**src/rtl/logic_unit_arbiter.sv**
```systemverilog
// Purpose : round-robin share of one registered bitwise logic unit (AND/OR/XOR/NOT) between two requesters.
// Latency : one cycle; a request accepted at edge k is presented on res_* after edge k.
// Backpres: readies follow res_ready combinationally; a full, stalled result register blocks both requesters.
//
// Ports:
//   clk, rst_n                 clock and synchronous active-low reset
//   rN_valid/rN_ready          request handshake for requester N (0 or 1)
//   rN_op, rN_a, rN_b          opcode (00 and, 01 or, 10 xor, 11 not-a) and operands
//   res_valid/res_ready        result handshake
//   res_id, res_op, res_data   issuing requester, opcode and value of the held result
module logic_unit_arbiter #(
  parameter int WIDTH = 64
) (
  input  logic             clk,
  input  logic             rst_n,
  input  logic             r0_valid,
  output logic             r0_ready,
  input  logic [1:0]       r0_op,
  input  logic [WIDTH-1:0] r0_a,
  input  logic [WIDTH-1:0] r0_b,
  input  logic             r1_valid,
  output logic             r1_ready,
  input  logic [1:0]       r1_op,
  input  logic [WIDTH-1:0] r1_a,
  input  logic [WIDTH-1:0] r1_b,
  output logic             res_valid,
  input  logic             res_ready,
  output logic             res_id,
  output logic [1:0]       res_op,
  output logic [WIDTH-1:0] res_data
);

  // Requester granted by the most recent accepted transfer. Resets to 1 so
  // that requester 0 wins the first contention.
  logic             last_grant;

  logic             can_accept;
  logic             grant_vld;
  logic             grant_id;
  logic             xfer;
  logic [1:0]       sel_op;
  logic [WIDTH-1:0] sel_a;
  logic [WIDTH-1:0] sel_b;
  logic [WIDTH-1:0] op_result;

  // Arbitration and handshake. The result register can take a new value when
  // it is empty or is being drained in the same cycle (flow-through).
  always_comb begin
    can_accept = !res_valid || res_ready;
    grant_vld  = r0_valid || r1_valid;
    // Both valid: alternate away from the last winner; otherwise the sole
    // valid requester wins (r1_valid alone selects 1, r0_valid alone 0).
    grant_id   = (r0_valid && r1_valid) ? ~last_grant : r1_valid;
    r0_ready   = can_accept && grant_vld && !grant_id && rst_n;
    r1_ready   = can_accept && grant_vld &&  grant_id && rst_n;
    xfer       = (r0_valid && r0_ready) || (r1_valid && r1_ready);
  end

  // Operand steering and the shared bitwise unit.
  always_comb begin
    sel_op    = grant_id ? r1_op : r0_op;
    sel_a     = grant_id ? r1_a  : r0_a;
    sel_b     = grant_id ? r1_b  : r0_b;
    op_result = '0;
    case (sel_op)
      2'b00:   op_result = sel_a & sel_b;
      2'b01:   op_result = sel_a | sel_b;
      2'b10:   op_result = sel_a ^ sel_b;
      default: op_result = ~sel_a;
    endcase
  end

  // Result register. Payload fields only change on a transfer so a drained
  // result keeps its last value visible.
  always_ff @(posedge clk) begin
    if (!rst_n) begin
      res_valid  <= 1'b0;
      res_data   <= '0;
      res_id     <= 1'b0;
      res_op     <= 2'b00;
      last_grant <= 1'b1;
    end else if (xfer) begin
      res_valid  <= 1'b1;
      res_data   <= op_result;
      res_id     <= grant_id;
      res_op     <= sel_op;
      last_grant <= grant_id;
    end else if (res_ready) begin
      res_valid  <= 1'b0;
    end
  end

endmodule

```
**config.mk**
```make
export PLATFORM = sky130hd
export DESIGN_NAME = logic_unit_arbiter
export DESIGN_NICKNAME = d
export VERILOG_FILES = /design/src/rtl/logic_unit_arbiter.sv
export SDC_FILE = /design/constraint.sdc
export NUM_CORES = 1
export LEC_CHECK = 0
export CORE_UTILIZATION = 42
export DETAILED_ROUTE_END_ITERATION = 10
export HOLD_SLACK_MARGIN = 0.15
export PLACE_DENSITY_LB_ADDON = 0.12
export SETUP_SLACK_MARGIN = 0.4
export SLEW_MARGIN = 20
export SYNTH_ARGS = -nofsm -noshare
export SYNTH_HDL_FRONTEND = slang
export SYNTH_SLANG_ARGS = --single-unit
```
**constraint.sdc**
```tcl
create_clock -name clk -period 2.4 [get_ports clk]
set_clock_uncertainty 0.1 [all_clocks]
set_input_delay 0.72 -clock clk [delete_from_list [all_inputs] [get_ports clk]]
set_output_delay 0.72 -clock clk [all_outputs]
set_load 0.05 [all_outputs]
```
======== After elaboration in Yosys (flattened, before gate mapping) ========
Cells that the tools add are included.
word-level totals
  output and inout port bits .............. 70
  input port bits ......................... 265
  logic and storage cells ................. 34
  register bits ........................... 69
cells by class
  equal/unequal tests ..................... 2
  bitwise gates (word level) .............. 5
  reduce and logical (&&, ||, !) cells .... 15
  muxes and demuxes ....................... 7
operators with widths
  operator                                                         count
  64-bit one-hot mux with 3 select lines                           1
  64-bit two-way mux                                               2
  64-bit AND                                                       1
  64-bit inverter                                                  1
  64-bit OR                                                        1
  64-bit bitwise XOR                                               1
  1-bit logical AND                                                8
  1-bit logical OR                                                 3
  1-bit two-way mux                                                3
  2-bit by 1-bit == test with 1-bit output, second input constant  1
  2-bit == test, second input constant                             1
  1-bit zero test                                                  2
  2-bit zero test                                                  1
  2-bit two-way mux                                                1
  2-bit nonzero test                                               1
  1-bit inverter                                                   1

======== Depth between registers and ports, before layout ========
  depth after elaboration ................. 8
  depth in mapped cells ................... 13
  gate-level depth less buffers ........... 8

======== Worst setup path before layout ========
No wires, ideal clock.
  path kind ............................... input port to output port
  start point ............................. input r1_valid
  end point ............................... output r1_ready
  path slack .............................. -0.609 ns
  cell stages on the path ................. 6
  path buffers ............................ 4
  data required time ...................... 1.580 ns
  data arrival time ....................... 2.189 ns
  cells stage by stage .................... a21bo_1 > buf_6 > buf_6 > buf_2 > clkbuf_1 > nor2_1
on the way
  cells in the longest elaborated chain, start to end .. 4
  elaborated cells between the ends (all ways) .. 6
  those cells by class .................... mux: 1; reduce/logical: 5
RTL lines
  item                                                           line    RTL
  start: declaration                                             21      input logic r1_valid,
  1-bit logical AND / 1-bit logical OR (equally long branches)   53, 50
  1-bit two-way mux / 1-bit logical AND (equally long branches)  53, 55
  1-bit logical AND * (2 in a row)                               55      r1_ready = can_accept && grant_vld && grant_id && rst_n;
  end: declaration                                               22      output logic r1_ready,
Every way passes the cells marked *; elsewhere a longest branch is shown, timed or not.

======== Worst setup path after layout ========
  start point ............................. input r0_valid
  end point ............................... register res_data[42]
on the way
  cells in the longest elaborated chain, start to end .. 7
  elaborated cells between the ends (all ways) .. 23
  those cells by class .................... eq/ne: 2; mux: 5; bitwise: 4; reduce/logical: 12
RTL lines
  item                                                                                            line  RTL
  start: declaration                                                                              16    input logic r0_valid,
  parallel branches: the longest is 7 deep, another holds 64-bit one-hot mux with 3 select lines  -
  end signal: assignment                                                                          84    res_data <= op_result;
  end: declaration                                                                                30    output logic [WIDTH-1:0] res_data
Several ways; the timed one is not identified.
A chain may end at the register's enable or synchronous reset.

==> results.py <==
metrics = {
    "outcome": {
        "outcome": "finished, violations left",
        "violations": "setup timing",
    },
    "route": {
        "num_vias": 12640,
        "ant_nets": 0,
        "wl_per_cell_um": 23.64,
        "drtIter0Drc": 1057,
        "drt_pass1_iterations": 6,
        "drc": 0,
        "drt-total-wl_um": 48460,
        "vias_per_cell": 6.164,
    },
    "min_path": {
        "hp-start": "res_data[10]",
        "hold_depth": 1,
        "min_to": "res_data[10]",
        "hold_path.class": "register to register",
    },
    "floorplan": {
        "io_pins": 335,
        "row_count": 53,
        "die_area_mm2": 0.02195,
        "die_w_um": 148.1,
        "initial_core_util_pct": 42.81,
        "core_mm2": 0.02096,
        "dieHeight_um": 148.1,
    },
    "clock_network": {
        "cts_tree": "yes",
        "clock_sinks": 69,
        "clock-root-buffer": "clkbuf_16",
        "path_clk_slew_ns": 0.07,
        "cts_buffers": 9,
        "cts_hold_buffers": 0,
        "insertion_delay_ns": 0.36,
        "clock_path_buffers": 2,
        "h-tree-depth": 3,
    },
    "worst_setup_path": {
        "critPathLaunch": "r0_valid",
        "r2r_start": "last_grant",
        "cp_cell_sequence": "buf_8 -> a21bo_4 -> clkbuf_16 -> buf_12 -> buf_6 -> nand2_1 -> and2_4 -> inv_1 -> ha_4 -> o221ai_2 -> o211ai_1 -> a32o_1",
        "worstRegToRegCells": 11,
        "worstSetupEndpointType": "register",
        "cpMaxStageDelayCell": "a32o_1",
        "critPathBufInv": 5,
        "slowest_delay_ns": 0.32,
        "critical_path.top_delay_family": "compound AO/OA/AOI/OAI gates",
        "crit_arrival_ns": 2.62,
        "start_kind": "primary input",
        "timing.rr.end": "res_data[42]",
        "crit_type": "primary input to register",
        "required_ns": 2.55,
        "critPathMaxFanout": 6,
        "r2r_slack_ns": 0.03,
    },
    "logic_synthesis": {
        "synth.distinct_cells": 29,
        "synthesis.nets": 1698,
        "ys_seq_area_share_pct": 15.40,
        "netlist_top_cells_area": "ha_1, nand2_1, dfxtp_1",
        "synth_area_leader_cell": "ha_1",
        "ys_warn_count": 0,
        "synthesis.area_mm2": 0.008970,
        "syn_inst": 1305,
        "yosys_register_bits": 69,
        "yosys.area.top_type_share_pct": 17.85,
        "avgSynthCellArea_um2": 6.873,
    },
    "layout": {
        "area_growth_pct": 91.27,
        "fin_util_pct": 81.87,
        "fin_nets": 2160,
        "layout-drive-gt1-share_pct": 34.03,
        "stdcell_area_mm2": 0.01716,
    },
    "timing": {
        "worst_pin_slew_ns": 0.6267,
        "setup_viol": 4,
        "rsz0062_at_grt": "true",
        "min_period_ns": 2.470,
        "fmax_ghz": 0.4049,
        "slew_headroom_pct": 58.22,
        "fin_crit_sh_pct": 102.9,
        "slew_violations": 0,
        "worst_slack_ns": -0.06974,
        "hold_viol": 0,
        "tns_ns": -0.08681,
    },
    "pwr": {
        "p_sw_mw": 3.057,
        "power_frac_seq_pct": 18.5,
        "p_sw_share_pct": 40.95,
        "power.total_mw": 7.465,
        "powerDensity_mw_per_mm2": 435.1,
        "p_leak_nw": 8.254,
        "max-vdd-ir-drop_uv": 314.4,
        "clkPwrFrac_pct": 21.4,
        "p_comb_share_pct": 60.1,
        "intPower_mw": 4.408,
    },
    "place": {
        "gp_routability_congestion": 0.8519,
        "portBuffers": 334,
        "placed_cell_area_mm2": 0.01348,
        "post-place-ws_ns": -0.6541,
        "place_hpwl_um": 23250,
    },
    "global_route": {
        "grt_overflow_total": 0,
        "grt.total_usage_pct": 34.54,
        "grt_max_degree": 49,
        "grt_pass1_wl_um": 59780,
        "antenna_found_initial": 4,
        "grt_pass1_vias": 11390,
    },
    "run": {
        "drv_cap": 0,
    },
}
[placed cells by master (no fill, tap or decap), types with 28 or more instances in the layout]
cell             instances
buf_4                  114
inv_2                   39
ha_1                    64
ha_4                    46
clkdlybuf4s50_1        259
nand2_2                 74
o221ai_2                35
clkbuf_16               29
buf_12                  52
a32o_1                  63
a311oi_1                64
inv_1                  150
nand2_1                302
clkbuf_2                36
o211ai_1                64
and2_4                  55
dfxtp_1                 68
and3_1                  64
o221ai_1                28
[metal layers]
metal  wire (µm)  vias up  global-route usage, %
li1            -     5448                      -
met1       16670     5915                  39.41
met2       23260      983                  61.17
met3        4784      290                  5.092
met4        3742        0                  19.95
met5           0        -                      0
[kinds of logic after synthesis]
logic type / Yosys count / share of synthesized area [%]
compound gates: 265 / 25.93
flops: 69 / 15.40
buf+inv: 311 / 14.45
mux: 2 / 0.3627
simple gates: 530 / 26.00
fa+ha+maj: 128 / 17.85
[area by class of cell]
type	instances	area, µm²
clock buffer	12	256.5
clock inverter	4	70.07
fill	1255	3799
tap	275	344.1
antenna	3	7.507
timing repair buffer	569	6711
inverter	193	734.5
multi-input combinational	925	7650
sequential	69	1383
[worst max-delay path by stage]
stage	end	slack, ns	cells past startpoint
floorplan	r1_ready	-0.12	6
global placement	res_data[51]	-0.59	10
detailed placement	res_data[57]	-0.65	10
CTS	res_data[43]	0.08	1
global route	res_data[63]	-0.07	12
finish	res_data[42]	-0.07	12
[cells in the mapped netlist (all sizes together)]
library cell / n
dfxtp: 69
buf: 45
o211a: 2
o21a: 1
o211ai: 64
a32o: 64
inv: 193
nand2b: 3
a21boi: 3
ha: 128
mux2i: 2
o221ai: 64
nand3b: 1
and3: 64
nor2: 3
nand3: 1
nand2: 390
a2bb2oi: 1
clkbuf: 73
a21bo: 1
o21ai: 1
a311oi: 64
and2: 68
[power groups by stage]
| stage | Combinational (mW) | Clock, mW | Sequential (mW) |
|---|---|---|---|
| finish | 4.49 | 1.60 | 1.38 |
| global route | 4.71 | 1.62 | 1.39 |
| CTS | 3.63 | 1.55 | 1.37 |
| detailed placement | 3.20 | 0 | 1.40 |
| global placement | 3.14 | 0 | 1.39 |
| floorplan | 1.34 | 0 | 1.85 |
[sequential cells by signal, summed over array words and instances (netlist names)]
signal / cells
last_grant: 1
res_data: 64
res_id: 1
res_op: 2
res_valid: 1
[timing repair]
item | CTS | global route
hold endpoints to repair | 0 | 0
resized for setup | 128 | 424
endpoints found under the setup margin | 124 | 124
gates cloned | 26 | 22
pin swaps | 26 | 177
buffers inserted | 34 | 32
[stage by stage]
| stage | hold slack (ns) | cells |
|---|---|---|
| after floorplan | 0.4056 | 1305 |
| after global placement | 0.3479 | 1917 |
| after detailed placement | 0.3548 | 1917 |
| after CTS | 0.3675 | 1993 |
| after global routing | 0.3826 | 2050 |
| final | 0.3618 | 2050 |
Power figures use the tool's default switching activity.
